File: src/rtl/alu_sequencer.sv
// alu_sequencer: issue/writeback stage around the 8-bit combinational ALU.
// Ports: clk/rst_n (sync, active-low); instr_valid/instr_ready/instr handshake;
//        alu_a/alu_b/alu_a_m/alu_b_m/alu_opcode to the ALU, alu_result/alu_flag back;
//        res_valid/res_data/res_flag/res_rd completion; flag_q status; dbg_addr/dbg_data RF peek.
module alu_sequencer #(
    parameter logic [7:0] RF_INIT     = 8'h00,
    parameter bit         FLAG_STICKY = 1'b0
) (
    input  logic        clk,
    input  logic        rst_n,
    input  logic        instr_valid,
    output logic        instr_ready,
    input  logic [15:0] instr,
    output logic [7:0]  alu_a,
    output logic [7:0]  alu_b,
    output logic [3:0]  alu_a_m,
    output logic [3:0]  alu_b_m,
    output logic [2:0]  alu_opcode,
    input  logic [7:0]  alu_result,
    input  logic        alu_flag,
    output logic        res_valid,
    output logic [7:0]  res_data,
    output logic        res_flag,
    output logic [1:0]  res_rd,
    output logic        flag_q,
    input  logic [1:0]  dbg_addr,
    output logic [7:0]  dbg_data
);

    typedef enum logic [1:0] {
        IDLE = 2'd0,
        EXEC = 2'd1,
        DONE = 2'd2
    } state_t;

    state_t state_q;
    state_t state_d;

    logic [7:0] rf [4];
    logic [1:0] rd_q;
    logic       accept;

    logic       is_ldi;
    logic [2:0] dec_op;
    logic [1:0] dec_rd;
    logic [1:0] dec_rs1;
    logic [1:0] dec_rs2;
    logic [1:0] ldi_rd;
    logic [7:0] ldi_imm;

    assign is_ldi  = instr[15];
    assign dec_op  = instr[14:12];
    assign dec_rd  = instr[11:10];
    assign dec_rs1 = instr[9:8];
    assign dec_rs2 = instr[7:6];
    assign ldi_rd  = instr[14:13];
    assign ldi_imm = instr[7:0];

    assign dbg_data = rf[dbg_addr];

    always_ff @(posedge clk) begin
        if (!rst_n) begin
            state_q <= IDLE;
        end else begin
            state_q <= state_d;
        end
    end

    always_comb begin
        state_d     = state_q;
        instr_ready = 1'b0;
        res_valid   = 1'b0;
        accept      = 1'b0;
        unique case (state_q)
            IDLE: begin
                instr_ready = 1'b1;
                if (instr_valid) begin
                    accept  = 1'b1;
                    state_d = is_ldi ? DONE : EXEC;
                end
            end
            EXEC: begin
                state_d = DONE;
            end
            DONE: begin
                res_valid = 1'b1;
                state_d   = IDLE;
            end
            default: begin
                state_d = IDLE;
            end
        endcase
    end

    always_ff @(posedge clk) begin
        if (!rst_n) begin
            for (int i = 0; i < 4; i++) begin
                rf[i] <= RF_INIT;
            end
            rd_q       <= 2'd0;
            alu_a      <= 8'd0;
            alu_b      <= 8'd0;
            alu_a_m    <= 4'd0;
            alu_b_m    <= 4'd0;
            alu_opcode <= 3'd0;
            res_data   <= 8'd0;
            res_flag   <= 1'b0;
            res_rd     <= 2'd0;
            flag_q     <= 1'b0;
        end else begin
            // Operands are sampled at the accept edge, so rd==rs reads the old value.
            if (accept && !is_ldi) begin
                alu_a      <= rf[dec_rs1];
                alu_b      <= rf[dec_rs2];
                alu_a_m    <= rf[dec_rs1][3:0];
                alu_b_m    <= rf[dec_rs2][3:0];
                alu_opcode <= dec_op;
                rd_q       <= dec_rd;
            end
            // LDI writes back immediately and leaves flag_q alone.
            if (accept && is_ldi) begin
                rf[ldi_rd] <= ldi_imm;
                res_data   <= ldi_imm;
                res_flag   <= 1'b0;
                res_rd     <= ldi_rd;
            end
            if (state_q == EXEC) begin
                rf[rd_q] <= alu_result;
                res_data <= alu_result;
                res_flag <= alu_flag;
                res_rd   <= rd_q;
                flag_q   <= FLAG_STICKY ? (flag_q | alu_flag) : alu_flag;
            end
        end
    end

endmodule

File: config.mk
export PLATFORM = sky130hd
export DESIGN_NAME = alu_sequencer
export DESIGN_NICKNAME = d
export VERILOG_FILES = /design/src/rtl/alu_sequencer.sv
export SDC_FILE = /design/constraint.sdc
export NUM_CORES = 1
export LEC_CHECK = 0
export BUFFER_PORTS_ARGS = -buffer_cell sky130_fd_sc_hd__buf_4
export CORE_UTILIZATION = 32
export CTS_CLUSTER_DIAMETER = 60
export DETAILED_ROUTE_END_ITERATION = 16
export GPL_TIMING_DRIVEN = 0
export PLACE_DENSITY_LB_ADDON = 0.05
export SETUP_SLACK_MARGIN = 0.1
export SLEW_MARGIN = 20
export SYNTH_ARGS = -nofsm -noshare
export SYNTH_HDL_FRONTEND = slang
export SYNTH_SLANG_ARGS = --single-unit
File: constraint.sdc
create_clock -name clk -period 2.6 [get_ports clk]
set_clock_uncertainty 0.15 [all_clocks]
set_input_delay 0 -clock clk [delete_from_list [all_inputs] [get_ports clk]]
set_output_delay 0 -clock clk [all_outputs]
set_load 0.01 [all_outputs]
==> impl_results.md, run 1 <==
* Synthesized area at 0.003415 mm²
* Number of antenna violations at the first check in global routing at 0
* Switching share of total power at 24.77%
* Overall power of the completed layout at roughly 2.6 mW
* CTS max path bufs at 2
* P_int at 1.972 mW
* Last weighted congestion value of the routability-driven placer at 0.8013
* Vertical die dimension at approximately 110 µm
* Unrepaired setup endpoints after global routing: yes
* Worst path required time at around 2.6 ns
* Clock-pin slew reported for the worst setup and hold paths after clock tree synthesis at 0.08 ns
* Peak Freq at 416.3 MHz
* Wire length of the first global-routing pass at 14480 µm
* Portion of total power attributed to the clock network at 37.0%
* Number of global-route vias before repair at 2605
* Critical path class: reg -> reg
* Syn Area/Cell at 12.84 µm²
* Ys async rst share at 0%
* Buffers added on ports at between 70 and 80
* Fraction of the yosys area taken by sequential cells at around 49%
* Run status: finished clean
* Final Cycle Share at approximately 92%
* Multi-input gate area in the final layout at 0.001510 mm²
* Post-route worst setup slack at a little under 0.2 ns
* Setup Slack @ Placement at approximately 0.15 ns
* Count of nets after finishing at 407
* Switching power at 649.4 µW
* Average via count per standard cell at about 5
* Number of register bits inferred by synthesis at 67
* R2R Setup Slk at about 0.20 ns
* Wire length reported by the detailed router at 8866 µm
* Count of clock tree sinks at 67
* Row Count at 37
* Register share of total power at 46.1%
* Count of distinct cell types in the synthesized netlist at 50
* Worst path cell trace: or2_1, buf_4, inv_4, buf_6, a32oi_1, dlygate4sd3_1, inv_1
* TritonCTS Buffers at 9
* Min-Delay Path Class: in -> reg
* Later-pin clock latency in the skew report at 0.34 ns
* Kind of cell with the highest combined delay on the critical path: buffers and inverters
* Final Max Slew Viols at 0
* Worst Hold Margin at 0.02427 ns
* Top-level port count at 79
* Number of remaining DRC errors at 0
* Maximum number of pins on one net before global-route repair at 12
* Antenna-violating nets left at 0
* Average wire length per cell after detail routing at roughly 17 µm
* Overall global routing resource usage at 17.03%
* Shortest period the worst path allows at 2.402 ns
* Post-synth EDFFs at 32
* Setup_tns at 0 ns
* Top FF cell, synth: sky130_fd_sc_hd__dfxtp_1
* Starting density of the core at 33.07%
* Leakage power at 1.854 nW
* Maximum fanout encountered on the critical timing path at 10
* Headroom to the max-slew limit at 48.35%
* Worst path max stage delay at 0.67 ns
* Horizontal extent of the die at 105.3 µm
* Clock tree root buffer cell: sky130_fd_sc_hd__clkbuf_8
* Total power divided by cell area at 562.2 mW/mm²
* Ant diodes at 0
* Highest ir drop seen on vdd at about 0.00028 V
* First DRT Iteration DRCs at 85
* Iteration count of the initial detailed-routing pass at 6
* Power share of the combinational group at 16.8%
* Gate count after technology mapping at 266
* Share of post-route cells with drive strength above 1 at a little under 40%
* Fillers at 987
* Number of nets produced by synthesis at 296
* Count of final setup violators at 0
* Vias after detailed routing at 2584
* Count of yosys warnings during synthesis at 0
* Area taken by flip-flops and latches at 0.001662 mm²
* Buffer and inverter count on the worst path at 5
* Arrival @ worst endpoint at 2.35 ns
* Worst Setup End Kind: flip-flop
* Max-capacitance violation count at 0
* Area enclosed by the die boundary at 0.01109 mm²
* Final core area utilization at 45.17%
* Synth-to-layout area growth at 36.57%
* GR Overflow Total at 0
* H-Tree Depth at 3
* CP max-delay cell: sky130_fd_sc_hd__dlygate4sd3_1
* Worst slew pin tran at between 0.7 and 0.8 ns
* CTS tree: done
* Floorplan core area at 0.01032 mm²
* Half-perimeter wire length after detailed placement at 6544 µm
* Final hold viol count at 0
* Number of setup buffers added after CTS at 0
* Worst Setup Start Kind: flip-flop
[cell type report]
| type | instances | share of cell area, % |
|---|---|---|
| Sequential cell | 67 | 35.63 |
| Multi-Input combinational cell | 151 | 32.39 |
| Timing Repair Buffer | 100 | 17.60 |
| Buffer | 30 | 4.534 |
| Tap cell | 136 | 3.649 |
| Clock buffer | 12 | 3.112 |
| Clock inverter | 4 | 1.583 |
| Inverter | 18 | 1.503 |
[per-layer routing]
metal  track usage [%]  wire length [µm]  up-vias
met5                 0                 0        -
met4             6.036               130        0
met3             2.350               382       13
li1                  -                 -     1266
met2             26.27              3946       83
met1             24.41              4407     1222
[sequential cells by signal, summed over array words and instances (netlist names)]
register,count
state_q,2
flag_q,1
res_flag,1
alu_b,8
res_rd,2
alu_a,8
res_data,8
alu_opcode,3
rf,32
rd_q,2
[cells by family (layout without fill, tap and decap cells)]
family | Yosys count | count (layout) | share of synthesized area, %
AOI/OAI and AO/OA | 60 | 60 | 14.11
buffers and inverters | 48 | 164 | 8.245
DFF | 67 | 67 | 48.66
muxes | 31 | 31 | 17.92
and+or+nand+nor | 60 | 60 | 11.07
[placed cells by master, fill, tap and decap left out, types with 2 or more instances in the layout]
master	count
sky130_fd_sc_hd__nor4_1	9
sky130_fd_sc_hd__o21ai_0	8
sky130_fd_sc_hd__dlygate4sd3_1	28
sky130_fd_sc_hd__edfxtp_1	32
sky130_fd_sc_hd__buf_4	84
sky130_fd_sc_hd__buf_2	5
sky130_fd_sc_hd__a22o_1	19
sky130_fd_sc_hd__a31oi_2	2
sky130_fd_sc_hd__o21a_1	2
sky130_fd_sc_hd__clkbuf_2	2
sky130_fd_sc_hd__and4bb_2	2
sky130_fd_sc_hd__buf_6	6
sky130_fd_sc_hd__a32oi_2	4
sky130_fd_sc_hd__nor3_1	8
sky130_fd_sc_hd__bufinv_16	2
sky130_fd_sc_hd__a21oi_1	2
sky130_fd_sc_hd__nor2_1	2
sky130_fd_sc_hd__buf_1	3
sky130_fd_sc_hd__mux4_2	24
sky130_fd_sc_hd__mux2i_1	6
sky130_fd_sc_hd__o22ai_1	6
sky130_fd_sc_hd__dfxtp_1	35
sky130_fd_sc_hd__nand2_1	11
sky130_fd_sc_hd__nor2b_1	7
sky130_fd_sc_hd__a32oi_1	5
sky130_fd_sc_hd__inv_1	17
sky130_fd_sc_hd__nand3_1	8
sky130_fd_sc_hd__a21o_1	2
sky130_fd_sc_hd__clkbuf_1	4
sky130_fd_sc_hd__and4b_1	2
sky130_fd_sc_hd__clkbuf_8	10
[worst reg2reg max path, stage by stage (launching register included)]
cell and delay (ns):
sky130_fd_sc_hd__dfxtp_1 0.44, sky130_fd_sc_hd__or2_1 0.13, sky130_fd_sc_hd__buf_4 0.15, sky130_fd_sc_hd__inv_4 0.06, sky130_fd_sc_hd__buf_6 0.14, sky130_fd_sc_hd__a32oi_1 0.38
sky130_fd_sc_hd__dlygate4sd3_1 0.67, sky130_fd_sc_hd__inv_1 0.05
[power by group through the flow]
| stage | Combinational, mW | Clock (mW) | Sequential, mW |
|---|---|---|---|
| finish | 0.441 | 0.971 | 1.21 |
| detailed placement | 0.408 | 0 | 1.23 |
| floorplan | 0.235 | 0 | 1.23 |
| global placement | 0.402 | 0 | 1.23 |
| CTS | 0.444 | 0.997 | 1.21 |
| global route | 0.479 | 1.04 | 1.22 |
[final timing paths]
path,depth (start not counted),startpoint,endpoint
worst max-delay path,7,state_q[0],rf[3][1]
worst min-delay path,5,alu_result[7],res_data[7]
worst max register to register,7,state_q[0],rf[3][1]
worst min register to register,1,res_data[7],res_data[7]
[stage by stage]
step / cell area, µm² / instances
3_3_place_gp: 4118 / 473
5_1_grt: 4663 / 518
3_5_place_dp: 4136 / 474
6_report: 4663 / 518
2_1_floorplan: 3415 / 266
4_1_cts: 4636 / 518
[cell usage after synthesis, types with 2 or more instances]
| cell type | n | area, µm² |
|---|---|---|
| sky130_fd_sc_hd__buf_4 | 12 | 90.09 |
| sky130_fd_sc_hd__mux4_2 | 24 | 540.5 |
| sky130_fd_sc_hd__a32oi_2 | 2 | 32.53 |
| sky130_fd_sc_hd__o21ai_1 | 2 | 10.01 |
| sky130_fd_sc_hd__o21a_1 | 2 | 15.01 |
| sky130_fd_sc_hd__edfxtp_1 | 32 | 960.9 |
| sky130_fd_sc_hd__buf_2 | 5 | 25.02 |
| sky130_fd_sc_hd__o22ai_1 | 6 | 37.54 |
| sky130_fd_sc_hd__nor2b_1 | 7 | 43.79 |
| sky130_fd_sc_hd__nor3_1 | 8 | 40.04 |
| sky130_fd_sc_hd__nand3_1 | 8 | 40.04 |
| sky130_fd_sc_hd__buf_1 | 3 | 11.26 |
| sky130_fd_sc_hd__mux2i_1 | 6 | 60.06 |
| sky130_fd_sc_hd__nor4_1 | 9 | 56.30 |
| sky130_fd_sc_hd__and4bb_2 | 2 | 25.02 |
| sky130_fd_sc_hd__a31oi_2 | 2 | 25.02 |
| sky130_fd_sc_hd__buf_6 | 6 | 67.56 |
| sky130_fd_sc_hd__clkbuf_2 | 2 | 10.01 |
| sky130_fd_sc_hd__nand2_1 | 11 | 41.29 |
| sky130_fd_sc_hd__and4b_1 | 2 | 20.02 |
| sky130_fd_sc_hd__inv_1 | 17 | 63.81 |
| sky130_fd_sc_hd__a22o_1 | 19 | 166.4 |
| sky130_fd_sc_hd__a21o_1 | 2 | 15.01 |
| sky130_fd_sc_hd__a32oi_1 | 7 | 61.31 |
| sky130_fd_sc_hd__o21ai_0 | 8 | 40.04 |
| sky130_fd_sc_hd__nor2_1 | 2 | 7.510 |
| sky130_fd_sc_hd__a21oi_1 | 2 | 10.01 |
| sky130_fd_sc_hd__dfxtp_1 | 35 | 700.7 |
| sky130_fd_sc_hd__clkbuf_1 | 2 | 7.510 |
[what timing repair did]
action / in CTS / in global routing
hold endpoints to repair: 30 / 0
hold buffers: 28 / 0
setup endpoints to repair: 0 / 24
gates resized for setup: 0 / 4
(Power assumes the default switching activity.)
==> inputs of run 2 (changes only) <==
--- a/config.mk
+++ b/config.mk
@@ -6,7 +6,9 @@
 export NUM_CORES = 1
 export LEC_CHECK = 0
 export BUFFER_PORTS_ARGS = -buffer_cell sky130_fd_sc_hd__buf_4
-export CORE_UTILIZATION = 32
+export CELL_PAD_IN_SITES_DETAIL_PLACEMENT = 1
+export CELL_PAD_IN_SITES_GLOBAL_PLACEMENT = 2
+export CORE_UTILIZATION = 36
 export CTS_CLUSTER_DIAMETER = 60
 export DETAILED_ROUTE_END_ITERATION = 16
 export GPL_TIMING_DRIVEN = 0
==> run 2 against run 1 <==
  * Die area down 11%
  * Cell count down 5.0%
  * Clock power decreased by 6.4%
  * First-iteration DRC count stayed put
  * Sequential power hardly changed
  * Core utilization increased by 5.3 points
  * Register-to-register slack about the same
  * Combinational power grew 3%
  * Critical endpoint is now rf[3][5]
  * Largest cell class unchanged
  * Largest power group unchanged
==> impl_results.md, run 2 (synthesis results as in run 1) <==
* Run status: finished clean
* H-Tree Depth at 3 (unchanged)
* Number of instances on the worst hold path at 5 (unchanged)
* Top-level port count at 79 (unchanged)
* Switching share of total power at 27.95% (+3.2 points)
* Count of nets after finishing at 406 (-0.25%)
* Number of antenna violations at the first check in global routing at 0 (unchanged)
* Register share of total power at 47.0% (+0.9 points)
* Buffers added on ports at 71 (unchanged)
* Unrepaired setup endpoints after global routing: yes
* Iteration count of the initial detailed-routing pass at 4 (-2)
* Final core area utilization at 50.52% (+5.3 points)
* Worst Setup End Kind: flip-flop
* Headroom to the max-slew limit at 49.24% (+0.89 points)
* Post-route standard cell area excluding fillers at 0.004646 mm² (-0.38%)
* Last weighted congestion value of the routability-driven placer at 0.8127 (+1.4%)
* Area taken by flip-flops and latches at 0.001662 mm² (unchanged)
* Number of cells on the worst reg-to-reg path at 6 (-1)
* Shortest period the worst path allows at 2.413 ns (+0.01089 ns)
* Starting density of the core at 37.13% (+4.1 points)
* Number of setup buffers added after CTS at 0 (unchanged)
* Worst slew pin tran at 0.7534 ns (-0.01671 ns)
* Half-perimeter wire length after detailed placement at 6945 µm (+6.1%)
* Number of flip-flops in the largest register at 32 (unchanged)
* Critical path class: reg -> reg
* Total power divided by cell area at 553.8 mW/mm² (-1.5%)
* Worst Setup Start Kind: flip-flop
* Switching power at 719.0 µW (+11%)
* Highest ir drop seen on vdd at 0.0002137 V (-25%)
* Floorplan core area at 0.009196 mm² (-11%)
* Leakage power at 1.846 nW (-0.42%)
* Average via count per standard cell at 5.537 (+11%)
* Final Max Slew Viols at 0 (unchanged)
* Overall power of the completed layout at 2.573 mW (-1.9%)
* Maximum number of pins on one net before global-route repair at 14 (+2)
* Number of global-route vias before repair at 2868 (+10%)
* Register with the highest flop count: rf
* Wire length reported by the detailed router at 9594 µm (+8.2%)
* Average wire length per cell after detail routing at 19.50 µm (+14%)
* Antenna-violating nets left at 0 (unchanged)
* Critical register-to-register path endpoint: rf[3][5]
* Horizontal extent of the die at 99.39 µm (-5.6%)
* Met1 track utilization from global routing at 26.87% (+2.5 points)
* CTS max path bufs at 2 (unchanged)
* Number of remaining DRC errors at 0 (unchanged)
* Count of clock tree sinks at 67 (unchanged)
* Wire length of the first global-routing pass at 15410 µm (+6.4%)
* GRT met3 Usage at 3.725% (+1.4 points)
* Crit path from: state_q[0]
* Later-pin clock latency in the skew report at 0.35 ns (about the same)
* Count of final setup violators at 0 (unchanged)
* Max-capacitance violation count at 0 (unchanged)
* Clock tree root buffer cell: sky130_fd_sc_hd__clkbuf_8
* Fillers at 1005 (+1.8%)
* Ant diodes at 0 (unchanged)
* First DRT Iteration DRCs at 85 (unchanged)
* Portion of total power attributed to the clock network at 35.3% (-1.7 points)
* Vertical die dimension at 99.39 µm (-5.6%)
* TritonCTS Buffers at 9 (unchanged)
* Met2 usage at 34.94% (+8.7 points)
* Busiest grt layer: met2
* Worst hold path endpoint: res_data[7]
* Maximum fanout encountered on the critical timing path at 10 (unchanged)
* Share of post-route cells with drive strength above 1 at 41.21% (+1.4 points)
* Power share of the combinational group at 17.7% (+0.9 points)
* Synth-to-layout area growth at 36.06%
* P_int at 1.854 mW (-6.0%)
* Peak Freq at 414.4 MHz (-0.45%)
* CTS tree: done
* Final hold viol count at 0 (unchanged)
* Clock-pin slew reported for the worst setup and hold paths after clock tree synthesis at 0.08 ns (about the same)
* Hold Startpoint: alu_result[7]
* Worst path required time at 2.55 ns (about the same)
* Min-Delay Path Class: in -> reg
* Final Cycle Share at 92.81% (+0.42 points)
* Placement Cell Area at 0.004105 mm² (-0.76%)
* Setup_tns at 0 ns (unchanged)
* Row Count at 35 (-5.4%)
* Multi-input gate area in the final layout at 0.001553 mm² (+2.8%)
* Startpoint of the most critical register-to-register path: state_q[0]
* Worst Hold Margin at 0.01368 ns (-0.01059 ns)
* Overall global routing resource usage at 20.90% (+3.9 points)
* Most frequent standard cell in the layout excluding fill and tap cells: sky130_fd_sc_hd__buf_4
* Area enclosed by the die boundary at 0.009878 mm² (-11%)
* Top library cells by usage in the layout, fill and taps aside: sky130_fd_sc_hd__buf_4, sky130_fd_sc_hd__dfxtp_1, sky130_fd_sc_hd__edfxtp_1
* GR Overflow Total at 0 (unchanged)
* Vias after detailed routing at 2724 (+5.4%)
* R2R Setup Slk at 0.19 ns (about the same)
* Arrival @ worst endpoint at 2.36 ns (about the same)
==> run 2: cell count changes in the layout (fill, tap and decap cells not counted), sizes merged <==
cell         previous run  this run
bufinv                  2         1
clkbuf                 16        13
clkinv                  2         3
clkinvlp                0         2
dlygate4sd3            28        27
inv                    18        19
==> run 2: layout make-up <==
type                    count  share of cell area, %
multi-input cells         151                  33.42
plain buffers              30                  4.552
clock inverters             7                  1.643
inverters                  18                  1.508
clock buffers               9                  2.666
flip-flops and latches     67                  35.77
repair buffers             99                  17.45
well taps                 111                  2.989
==> run 2: repair_timing <==
| action | 4_1_cts | 5_1_grt |
|---|---|---|
| pin swaps | 0 | 0 |
| hold buffers | 27 | 0 |
| setup endpoints to repair | 8 | 24 |
| endpoints found under the hold margin | 30 | 0 |
| resized for setup | 2 | 7 |
==> run 2: per-stage QoR <==
| stage | instances | worst slack [ns] |
|---|---|---|
| finish | 492 | 0.1871 |
| global placement | 448 | -0.4040 |
| CTS | 492 | 0.1101 |
| global route | 492 | 0.07803 |
| floorplan | 266 | 0.2762 |
| detailed placement | 449 | 0.1085 |
==> run 2: worst max path at each step <==
stage                     to  slack [ns]  cells past startpoint
finish              rf[3][5]        0.19                      6
global route        rf[3][5]        0.08                      6
CTS                 rf[3][4]        0.11                      6
detailed placement  rf[2][7]        0.11                      6
global placement    rf[3][0]       -0.40                      5
floorplan           rf[3][0]        0.28                      5
==> run 2: worst max-delay path, stage by stage (launching register included) <==
cell                            delay [ns]
sky130_fd_sc_hd__dfxtp_1              0.37
sky130_fd_sc_hd__buf_2                0.19
sky130_fd_sc_hd__and3b_1              0.26
sky130_fd_sc_hd__buf_4                0.21
sky130_fd_sc_hd__a32oi_2              0.25
sky130_fd_sc_hd__dlygate4sd3_1        0.67
sky130_fd_sc_hd__inv_1                0.06
==> run 2: per-layer routing <==
metal / vias up / part of all wire, %
li1: 1264 / -
met1: 1356 / 45
met2: 88 / 49
met3: 16 / 4.9
met4: 0 / 1.5
met5: - / 0
==> run 2: power groups by stage <==
stage          Clock [mW]  Sequential [mW]  Combinational [mW]
2_1_floorplan           0             1.23               0.235
4_1_cts             0.929             1.21               0.450
5_1_grt             0.963             1.22               0.491
3_5_place_dp            0             1.23               0.413
3_3_place_gp            0             1.23               0.402
6_report            0.909             1.21               0.455
